## src/rtl/hilo_muldiv_ctrl_pkg.sv

```systemverilog
// Shared encodings and constants for the HI/LO multiply/divide controller.
// The iterative datapath and the controller both import this package.
package hilo_muldiv_ctrl_pkg;

  localparam logic [1:0] OP_MULT  = 2'd0;
  localparam logic [1:0] OP_MULTU = 2'd1;
  localparam logic [1:0] OP_DIV   = 2'd2;
  localparam logic [1:0] OP_DIVU  = 2'd3;

  typedef enum logic [1:0] {
    ST_IDLE = 2'd0,
    ST_CALC = 2'd1,
    ST_FIX  = 2'd2
  } state_e;

  localparam int          ITER_COUNT = 32;
  localparam logic [31:0] DIV0_LO    = 32'hFFFFFFFF;

  // Two's-complement magnitude when en is set, raw value otherwise.
  function automatic logic [31:0] abs32(input logic [31:0] v, input logic en);
    return (en && v[31]) ? (~v + 32'd1) : v;
  endfunction

endpackage

```

## src/rtl/muldiv_iter.sv

```systemverilog
// One-bit-per-cycle multiply/divide datapath over unsigned magnitudes.
// Multiply is shift-add into {acc_hi, acc_lo}; divide is restoring with acc_hi as remainder.
module muldiv_iter (
  input  logic        clk,
  input  logic        rst,
  input  logic        i_load,
  input  logic        i_step,
  input  logic        i_is_div,
  input  logic [31:0] i_a,
  input  logic [31:0] i_b,
  output logic [31:0] o_hi,
  output logic [31:0] o_lo
);

  logic [31:0] r_acc_hi;
  logic [31:0] r_acc_lo;
  logic [31:0] r_b;

  logic [32:0] w_sum;
  logic [32:0] w_shift;
  logic [31:0] w_diff;
  logic        w_ge;

  // The partial remainder always stays below the divisor, so the low 32 bits
  // of the difference are exact whenever the subtract is taken.
  always_comb begin
    w_sum   = {1'b0, r_acc_hi} + (r_acc_lo[0] ? {1'b0, r_b} : 33'd0);
    w_shift = {r_acc_hi, r_acc_lo[31]};
    w_diff  = w_shift[31:0] - r_b;
    w_ge    = (w_shift >= {1'b0, r_b});
  end

  always_ff @(posedge clk or posedge rst) begin
    if (rst) begin
      r_acc_hi <= 32'd0;
      r_acc_lo <= 32'd0;
      r_b      <= 32'd0;
    end else if (i_load) begin
      r_acc_hi <= 32'd0;
      r_acc_lo <= i_a;
      r_b      <= i_b;
    end else if (i_step) begin
      if (i_is_div) begin
        r_acc_hi <= w_ge ? w_diff : w_shift[31:0];
        r_acc_lo <= {r_acc_lo[30:0], w_ge};
      end else begin
        r_acc_hi <= w_sum[32:1];
        r_acc_lo <= {w_sum[0], r_acc_lo[31:1]};
      end
    end
  end

  assign o_hi = r_acc_hi;
  assign o_lo = r_acc_lo;

endmodule

```

## src/rtl/hilo_muldiv_ctrl.sv

```systemverilog
// HI/LO register file with a 32-iteration multiply/divide sequencer.
// Handshake: start is taken only in IDLE; busy covers CALC and FIX; done pulses once when HI/LO update.
module hilo_muldiv_ctrl
  import hilo_muldiv_ctrl_pkg::*;
(
  input  logic        clk,
  input  logic        rst,
  input  logic        start,
  input  logic [1:0]  op,
  input  logic [31:0] a,
  input  logic [31:0] b,
  input  logic        flush,
  input  logic        mf_req,
  input  logic        hi_we,
  input  logic        lo_we,
  input  logic [31:0] wdata,
  output logic [31:0] hi,
  output logic [31:0] lo,
  output logic        busy,
  output logic        stall,
  output logic        done
);

  localparam logic [4:0] LAST_ITER = 5'(ITER_COUNT - 1);

  state_e      r_state;
  logic [4:0]  r_count;
  logic        r_is_div;
  logic        r_neg_q;
  logic        r_neg_r;
  logic        r_b_zero;
  logic [31:0] r_a_raw;
  logic [31:0] r_hi;
  logic [31:0] r_lo;
  logic        r_done;

  logic        w_is_mul;
  logic        w_is_signed;
  logic        w_load;
  logic        w_step;
  logic [31:0] w_iter_hi;
  logic [31:0] w_iter_lo;
  logic [63:0] w_prod;
  logic [31:0] w_quot;
  logic [31:0] w_rem;
  logic [31:0] w_fix_hi;
  logic [31:0] w_fix_lo;

  assign w_is_mul    = (op == OP_MULT) || (op == OP_MULTU);
  assign w_is_signed = (op == OP_MULT) || (op == OP_DIV);
  assign w_load      = (r_state == ST_IDLE) && start && !flush;
  assign w_step      = (r_state == ST_CALC) && !flush;

  muldiv_iter u_iter (
    .clk      (clk),
    .rst      (rst),
    .i_load   (w_load),
    .i_step   (w_step),
    .i_is_div (r_is_div),
    .i_a      (abs32(a, w_is_signed)),
    .i_b      (abs32(b, w_is_signed)),
    .o_hi     (w_iter_hi),
    .o_lo     (w_iter_lo)
  );

  // Sign fix-up; divide by zero bypasses the datapath result entirely.
  always_comb begin
    w_prod = {w_iter_hi, w_iter_lo};
    if (r_neg_q) w_prod = ~w_prod + 64'd1;
    w_quot = r_neg_q ? (~w_iter_lo + 32'd1) : w_iter_lo;
    w_rem  = r_neg_r ? (~w_iter_hi + 32'd1) : w_iter_hi;
    if (!r_is_div) begin
      w_fix_hi = w_prod[63:32];
      w_fix_lo = w_prod[31:0];
    end else if (r_b_zero) begin
      w_fix_hi = r_a_raw;
      w_fix_lo = DIV0_LO;
    end else begin
      w_fix_hi = w_rem;
      w_fix_lo = w_quot;
    end
  end

  always_ff @(posedge clk or posedge rst) begin
    if (rst) begin
      r_state  <= ST_IDLE;
      r_count  <= 5'd0;
      r_is_div <= 1'b0;
      r_neg_q  <= 1'b0;
      r_neg_r  <= 1'b0;
      r_b_zero <= 1'b0;
      r_a_raw  <= 32'd0;
      r_hi     <= 32'd0;
      r_lo     <= 32'd0;
      r_done   <= 1'b0;
    end else begin
      r_done <= 1'b0;
      if (hi_we) r_hi <= wdata;
      if (lo_we) r_lo <= wdata;
      if (flush) begin
        r_state <= ST_IDLE;
        r_count <= 5'd0;
      end else begin
        case (r_state)
          ST_IDLE: begin
            if (start) begin
              r_is_div <= !w_is_mul;
              r_neg_q  <= w_is_signed && (a[31] ^ b[31]);
              r_neg_r  <= w_is_signed && a[31];
              r_b_zero <= (b == 32'd0);
              r_a_raw  <= a;
              r_count  <= 5'd0;
              r_state  <= ST_CALC;
            end
          end
          ST_CALC: begin
            if (r_count == LAST_ITER) begin
              r_count <= 5'd0;
              r_state <= ST_FIX;
            end else begin
              r_count <= r_count + 5'd1;
            end
          end
          ST_FIX: begin
            // Overrides any mthi/mtlo landing on the same edge.
            r_hi    <= w_fix_hi;
            r_lo    <= w_fix_lo;
            r_done  <= 1'b1;
            r_state <= ST_IDLE;
          end
          default: r_state <= ST_IDLE;
        endcase
      end
    end
  end

  assign hi    = r_hi;
  assign lo    = r_lo;
  assign done  = r_done;
  assign busy  = (r_state != ST_IDLE);
  assign stall = busy && (start || mf_req) && !rst;

endmodule

```

## config.mk

```make
export PLATFORM = sky130hd
export DESIGN_NAME = hilo_muldiv_ctrl
export DESIGN_NICKNAME = d
export VERILOG_FILES = /design/src/rtl/hilo_muldiv_ctrl_pkg.sv /design/src/rtl/muldiv_iter.sv /design/src/rtl/hilo_muldiv_ctrl.sv
export SDC_FILE = /design/constraint.sdc
export NUM_CORES = 1
export LEC_CHECK = 0
export ABC_CLOCK_PERIOD_IN_PS = 16000
export CORE_MARGIN = 2
export CORE_UTILIZATION = 42
export CTS_CLUSTER_DIAMETER = 40
export DETAILED_ROUTE_END_ITERATION = 8
export MAX_ROUTING_LAYER = met4
export PLACE_DENSITY = 0.59
export SLEW_MARGIN = 25
export SYNTH_ARGS = -nofsm -noshare
export SYNTH_HDL_FRONTEND = slang
export SYNTH_SLANG_ARGS = --single-unit
```

## constraint.sdc

```tcl
create_clock -name clk -period 16 [get_ports clk]
set_clock_uncertainty 0.1 [all_clocks]
set_input_delay 3.2 -clock clk [delete_from_list [all_inputs] [get_ports clk]]
set_output_delay 3.2 -clock clk [all_outputs]
set_load 0.01 [all_outputs]
```

==> metrics.txt <==
status complete, no violations; total wire length 58,900 µm; drt via density 5.89; fin nets 2,327; Fmax achieved 0.128 GHz; router iterations before antenna repair 5; crit-path max FO 5; largest net degree at the start of global routing 104; R2R depth 12; pwr dens 161 mW/mm²; antenna-violating nets left 0; VDD IR max 0.0000858 V; CP max-delay cell clkdlybuf4s50_1; LEAKAGE 8.46 nW; Initial Utilization 42.5%; Inserted Diodes 0; cell with the most instances after synthesis nand2_1; share of cells above drive strength 1 6.50%; CTS H-tree depth 2; Critical Path Most Common Cell clkdlybuf4s50_1; number of synthesized register bits 204; RD Place Congestion 0.955; Syn Std Cell Area 0.0164 mm²; Seq pwr share 26.6%; MaxCap Viol Count 0; clock share of power 28.6%; yosys warns 0; Rel. slew slack 29.4%; Mapped Cells 2,047; CTS tree built; cell taking the most area after synthesis dfrtp_1; Critical Path Sink Type output port; GRT Total Usage 29.7%; Sw Pwr 0.00140 W; final-report max-slew violation count 0; Hold Path Class flip-flop to flip-flop; Fin. Hold Viols 0; IO buf count 171; P_int 0.00180 W; required time of the critical path 12.70 ns; Area contributors post-synth dfrtp_1 (31%), mux2i_1 (6.9%), nand2_1 (6.5%), o21ai_0 (5.9%), ha_1 (5.3%); Die ar. 0.0406 mm²; post-route minimum period 7.79 ns; cts bufs inserted 43; Die Y 201 µm; top post-synthesis cells by count nand2_1 (282), dfrtp_1 (204), o21ai_0 (192); Sinks on Clock Net 204; post-synthesis cell type count 74; worst hold path depth 2; Starting DRT DRC Count 1,652; Worst-Skew Late Latency 0.56 ns; final setup TNS 0 ns; initial antenna violation count 1; Remaining DRCs 0; endpoints failing setup 0; I/O pins 172; Area Growth Syn to Fin 21.5%; Post-synth EDFFs 0; CP peak stage delay 0.54 ns; first-pass GRT wire length 90,500 µm; Final period util 48.7%; core area 0.0386 mm²; CP startpoint kind input port; CTS resizes 0; post-synthesis net count 2,224; deepest clock path buffer count 3; total gr overflow 0; Syn Area/Cell 8.00 µm²; Post-CTS Setup Inserts 0; Worst-Margin Slew 1.05 ns; Die W 201 µm; Worst EP arrival 4.49 ns; Switching Fraction 43.8%; Comb power frac 44.8%; crit-path cells clkdlybuf4s50_1, o21ai_0, nor2_1, clkdlybuf4s50_1; unrepaired setup endpoints after global routing no; Hold WS 0.372 ns; post-DP HPWL 44,000 µm; Seq/Total Area, Yosys 31.2%; wire length per cell 21.8 µm; area share of the largest cell type after synthesis 31.2%; most frequently used flop master after synthesis dfrtp_1; Vias 15,904; clk slew on worst S/H paths 0.04 ns; asr flop ratio synth 100%; Setup CP Type input port to output port; clk root buf clkbuf_16; Cell Rows 72; vias in the first global route 15,011; hold_buf cts 0
## flip-flops by register name, indices dropped and copies added (netlist names)
signal,count
lo,32
u_iter.o_hi,32
u_iter.r_b,32
r_neg_q,1
done,1
r_is_div,1
r_b_zero,1
r_state,2
u_iter.o_lo,32
r_count,5
r_neg_r,1
r_a_raw,32
hi,32
## through the flow
stage	util [%]	worst slack [ns]	cell area (µm²)	cells	total power, W
CTS	51.5	8.20	19900	2700	0.00318
global placement	47.7	8.21	18400	2622	0.00224
floorplan	-	7.13	16400	2047	0.00180
detailed placement	47.7	8.21	18400	2622	0.00225
finish	51.6	8.21	19900	2701	0.00320
global route	51.6	8.12	19900	2701	0.00340
## cell type report
class,count,area (µm²)
clock buffer,46,1100
multi-input combinational,1636,10500
inverter,74,285
timing repair buffer,191,1870
clock inverter,32,378
tap,518,648
sequential,204,5110
fill,3748,18700
## placed cells by master (no fill, tap or decap), types with 10 or more instances in the layout
master / n
a211oi_1: 32
a21o_1: 32
a21oi_1: 149
a22oi_1: 44
a31oi_1: 20
and3_1: 18
buf_4: 19
clkbuf_16: 43
clkdlybuf4s50_1: 169
dfrtp_1: 203
ha_1: 70
inv_1: 72
mux2_2: 11
mux2i_1: 113
nand2_1: 282
nand2b_1: 11
nand3_1: 33
nand4_1: 20
nor2_1: 142
nor2b_1: 23
nor3_1: 35
nor4_1: 12
o211ai_1: 35
o21a_1: 10
o21ai_0: 192
o21ai_1: 13
o31ai_1: 29
or2_2: 10
or3_1: 19
xnor2_1: 90
xor2_1: 79
## layer usage
metal,up-vias,global-route usage [%],routed length [µm]
met4,0,9.45,1710
met1,7654,43.8,28500
met3,77,4.50,4390
met5,-,-,0
li1,7563,-,-
met2,610,41.3,24300
## power groups by stage
stage          logic, W  registers, W  clock network, W
6_report        0.00143      0.000851          0.000916
5_1_grt         0.00158      0.000864          0.000957
4_1_cts         0.00141      0.000841          0.000929
3_5_place_dp    0.00140      0.000849                 0
3_3_place_gp    0.00139      0.000847                 0
2_1_floorplan   0.00108      0.000721                 0
## worst max-delay path: cells and delay by family
| kind | cells | cell delay (ns) |
|---|---|---|
| compound gates | 1 | 0.11 |
| buf+inv | 2 | 1.07 |
| simple gates | 1 | 0.11 |
## final timing paths
check,start,end,slack (ns)
min in group asynchronous,rst,r_state[1],3.00
worst min register to register,u_iter.r_b[18],u_iter.r_b[18],0.37
worst max-delay path,start,stall,8.21
max in group asynchronous,rst,r_a_raw[17],11.40
worst min-delay path,u_iter.r_b[18],u_iter.r_b[18],0.37
worst max register to register,u_iter.o_hi[4],u_iter.o_hi[9],11.42
## logic make-up (layout without fill, tap and decap cells)
kind of cell	after synthesis	count (layout)	share of synthesized area [%]
AO/OA/AOI/OAI	627	627	23.8
XOR/XNOR	169	169	9.04
adder cells (fa/ha/maj)	72	72	5.59
buffers and inverters	207	343	4.79
flip-flops	204	204	31.2
multiplexers	124	124	7.66
AND/OR/NAND/NOR	644	644	18.0
Note: power is estimated with default switching activity, not from simulation.
==> variant 1, RTL diff (config.mk and constraints unchanged) <==
The 3 states of `state_e` get a one-hot encoding in 3 bits.
--- a/src/rtl/hilo_muldiv_ctrl_pkg.sv
+++ b/src/rtl/hilo_muldiv_ctrl_pkg.sv
@@ -9,6 +9,6 @@
 
-  typedef enum logic [1:0] {
-    ST_IDLE = 2'd0,
-    ST_CALC = 2'd1,
-    ST_FIX  = 2'd2
+  typedef enum logic [2:0] {
+    ST_IDLE = 3'b001,
+    ST_CALC = 3'b010,
+    ST_FIX  = 3'b100
   } state_e;
Check against the original RTL: no difference found for any inputs over 4 cycles, from zero or initial values and one cycle with rst high; so few cycles prove little.
==> variant 1 against the unedited design <==
- cell count shrank 0.59%
- routed wire length up 0.66%
- worst setup slack gained 0.0047 ns
- combinational power fell by 47%
- critical path depth is 1 lower
- first-iteration DRC count up 1.6%
- synthesized cell count fell by 0.59%
- area after synthesis increased by 0.34%
- total power shrank 26%
- final area grew 0.26%
- sequential cell count grew 1
- critical path type unchanged
- largest cell class unchanged
==> variant 1: results (changes against the unedited design) <==
metric,value,unit,change
antenna_found_initial,3,,+2
grt_max_degree,130,,+25%
fin_nets,2308,,-0.82%
drt-met1-wl,27300,um,-4.3%
placed_cell_area,18400,um^2,+0.17%
synth_compound_area_frac,0.242,,+0.00436
drive_gt1_frac,0.0633,,-0.00174
track_usage,0.296,,about the same
yosysUniqueCellTypes,80,,+8.1%
fillers,3667,,-2.2%
dp.cells,2603,,-0.72%
hpwlAfterDp,43400,um,-1.6%
start_util,0.425,,+0.000467
outcome,"finished, final reports clean",,
synthMuxAreaShare,0.0751,,-0.00148
wl_met3,5450,um,+24%
drt_first_pass_iters,6,,+1
synth_xor_area_frac,0.0874,,-0.00297
crit_fanout,2,,-3
wl_per_cell,22.1,um,+1.3%
met3_usage,0.0747,,+0.0296
cts_buffers,44,,+2.3%
synth_nets,2212,,-0.54%
slew_headroom,0.301,,+0.00765
grt_pass1_wl,91600,um,+1.2%
synth.area.top_cells,"dfrtp_1, mux2i_1, nand2_1",,
grt_pass1_vias,15300,,+2.2%
gp_congestion,0.934,,-2.1%
route.met2.wl,25300,um,+3.9%
drt_first_iter_violations,1678,,+1.6%
gr-usage-met2,0.420,,+0.00766
syn_avg_cell_area,8.08,um^2,+0.94%
synthTopCellsByCount,"nand2_1, dfrtp_1, o21ai_0",,
met1_usage,0.418,,-0.0203
synthAdderAreaFrac,0.0557,,-0.000192
-- variant 1: area by class of cell --
type / count / area, um^2 / area share
Antenna cell: 3 / 7.51 / 0.000376
Multi-Input combinational cell: 1614 / 10500 / 0.527
Clock inverter: 24 / 297 / 0.0149
Sequential cell: 205 / 5130 / 0.257
Clock buffer: 55 / 1210 / 0.0608
Timing Repair Buffer: 191 / 1860 / 0.0930
Tap cell: 518 / 648 / 0.0325
Inverter: 75 / 289 / 0.0145
-- variant 1: report_power, final --
| group | leakage (nW) | switching [mW] | internal [mW] |
|---|---|---|---|
| logic | 5.43 | 0.455 | 0.298 |
| clock network | 0.738 | 0.316 | 0.617 |
| registers | 2.54 | 0.101 | 0.596 |
-- variant 1: path summary, 6_finish.rpt --
check	depth (start not counted)	from	slack (ns)	endpoint
max	3	rst	8.21	stall
min	2	u_iter.r_b[30]$_DFFE_PP0P_	0.37	u_iter.r_b[30]$_DFFE_PP0P_
max reg2reg	9	u_iter.o_lo[0]$_DFFE_PP0P_	11.67	hi[24]$_DFF_PP0_
min reg2reg	2	u_iter.r_b[30]$_DFFE_PP0P_	0.37	u_iter.r_b[30]$_DFFE_PP0P_
max in group asynchronous	3	rst	11.25	u_iter.r_b[25]$_DFFE_PP0P_
min in group asynchronous	2	rst	3.11	r_count[4]$_DFFE_PP0P_
-- variant 1: worst max-delay path, stage by stage --
cell	delay, ns
clkdlybuf4s50_1	0.51
nor3_1	0.22
clkdlybuf4s50_1	0.56
-- variant 1: per-stage QoR --
step	utilization	hold slack, ns	power (mW)
2_1_floorplan	-	0.340	1.17
3_3_place_gp	0.477	0.363	1.43
3_5_place_dp	0.477	0.366	1.44
4_1_cts	0.516	0.377	2.38
5_1_grt	0.516	0.401	2.51
6_report	0.516	0.374	2.38
==> variant 2, RTL diff (same flow settings) <==
Without the edit above. The package constant `DIV0_LO` goes from 32'hFFFFFFFF to 32'h7FFFFFFF.
--- a/src/rtl/hilo_muldiv_ctrl_pkg.sv
+++ b/src/rtl/hilo_muldiv_ctrl_pkg.sv
@@ -16,3 +16,3 @@
   localparam int          ITER_COUNT = 32;
-  localparam logic [31:0] DIV0_LO    = 32'hFFFFFFFF;
+  localparam logic [31:0] DIV0_LO    = 32'h7FFFFFFF;
 
Behaviour: same outputs for any inputs over 4 cycles, from zero or initial values and one cycle with rst high; that may be too few to reach the edited logic, so the function may still have changed.
==> variant 2 against the unedited design <==
- total power increased by 3.9%
- sequential cell count unchanged
- hold slack improved by 0.0026 ns
- clock power decreased by 3.7%
- fmax up 0.22%
- sequential power increased by 0.7%
- routed wire length grew 3.9%
- final area up 0.45%
- worst setup slack improved by 0.017 ns
- area after synthesis grew 0.94%
==> variant 2: results (changes against the unedited design) <==
metric,value,unit,change
outcome,"finished, final reports clean",,
antenna_found_initial,3,,+2
drt_first_pass_iters,8,,+3
hold_class,flop to flop,,
postCtsSetupRepairBufs,0,,unchanged
synth.area.top_cells,"dfrtp_1, mux2i_1, nand2_1",,
grt_pass1_wl,94000,um,+3.8%
synthTopCellsByCount,"nand2_1, dfrtp_1, o21ai_0",,
vias,16300,,+2.3%
syn_avg_cell_area,8.14,um^2,+1.7%
fin_cells,2687,,-0.52%
synth_flop_cell,dfrtp_1,,
clk_pin_slew_worst_paths,0.05,ns,
critPathArrivalTime,4.48,ns,about the same
crit_slowest_cell,clkdlybuf4s50_1,,
max-vdd-ir-drop,0.0000710,V,-17%
gp_congestion,0.930,,-2.6%
ctsHtreeMaxLevel,2,,unchanged
wl_per_cell,22.8,um,+4.4%
async_reset_ff_frac,1.00,,unchanged
drt_first_iter_violations,1593,,-3.6%
yosysUniqueCellTypes,81,,+9.5%
drive_gt1_frac,0.0605,,-0.00457
cts_root_buf,clkbuf_16,,
crit_fanout,5,,unchanged
ctsResizeCount,0,,unchanged
dp.cells,2609,,-0.50%
synth_nets,2209,,-0.67%
ys_seq_area_frac,0.309,,-0.00290
grt_max_degree,137,,+32%
clk_latency,0.55,ns,
clk_path_buf_depth,3,,unchanged
io_buffer_count,171,,unchanged
fin_nets,2311,,-0.69%
crit_path_max_incr_delay,0.55,ns,
track_usage,0.305,,+0.00782
path_delay_family,buffers and inverters,,
yosysWarnings,0,,unchanged
hpwlAfterDp,45400,um,+3.1%
p_leak,8.70,nW,+2.9%
worst_pin_slew,1.03,ns,-0.0236 ns
grt_pass1_vias,15400,,+2.9%
cts_buffers,41,,-4.7%
variant 2: kinds of logic after synthesis:
family          count (synthesis)  share of synthesized area
compound gates                627                      0.242
simple gates                  647                      0.190
mux                           114                     0.0693
buf+inv                       200                     0.0462
flops                         204                      0.309
fa+ha+maj                      72                     0.0554
xor+xnor                      168                     0.0890
variant 2: per-layer routing:
layer	GRT usage	routed length [um]
met5	-	0
met3	0.0629	5110
met4	0.0673	1090
met1	0.443	29000
met2	0.433	26000
variant 2: where the power goes:
part           internal [mW]  total [mW]  switching, mW
registers              0.623       0.857          0.234
clock network          0.582       0.882          0.300
logic                  0.636        1.58          0.949
variant 2: path summary, 6_finish.rpt:
check                                            startpoint                           to  slack, ns  cells past startpoint
worst max register to register  u_iter.o_hi[15]$_DFFE_PP0P_  u_iter.o_hi[14]$_DFFE_PP0P_      11.77                      9
min in group asynchronous                               rst       r_state[0]$_DFFE_PP0P_       3.13                      2
worst max-delay path                                  start                        stall       8.22                      4
worst min-delay path             u_iter.r_b[29]$_DFFE_PP0P_   u_iter.r_b[29]$_DFFE_PP0P_       0.37                      2
worst min register to register   u_iter.r_b[29]$_DFFE_PP0P_   u_iter.r_b[29]$_DFFE_PP0P_       0.37                      2
max in group asynchronous                               rst             hi[26]$_DFF_PP0_      11.24                      3
variant 2: through the flow:
step,area (um^2),worst slack (ns),power (mW)
2_1_floorplan,16500,7.13,1.88
3_3_place_gp,18600,8.23,2.39
3_5_place_dp,18600,8.22,2.39
4_1_cts,20000,8.20,3.29
5_1_grt,20000,8.14,3.51
6_report,20000,8.22,3.32
variant 2: worst reg2reg max path: stages, from the launching register on:
cell	delay, ns
dfrtp_1	0.64
ha_1	0.40
and3_1	0.27
and2_1	0.19
a221oi_1	0.61
a32o_1	0.51
o21a_1	0.74
nor3_1	0.12
a311o_1	0.35
a22o_1	0.17
variant 2: final cells by class:
class / instances / area [um^2]
Tap cell: 518 / 648
Sequential cell: 204 / 5110
Antenna cell: 3 / 7.51
Fill cell: 3787 / 18800
Multi-Input combinational cell: 1628 / 10700
Inverter: 69 / 272
Clock buffer: 52 / 1130
Clock inverter: 23 / 282
Timing Repair Buffer: 190 / 1850
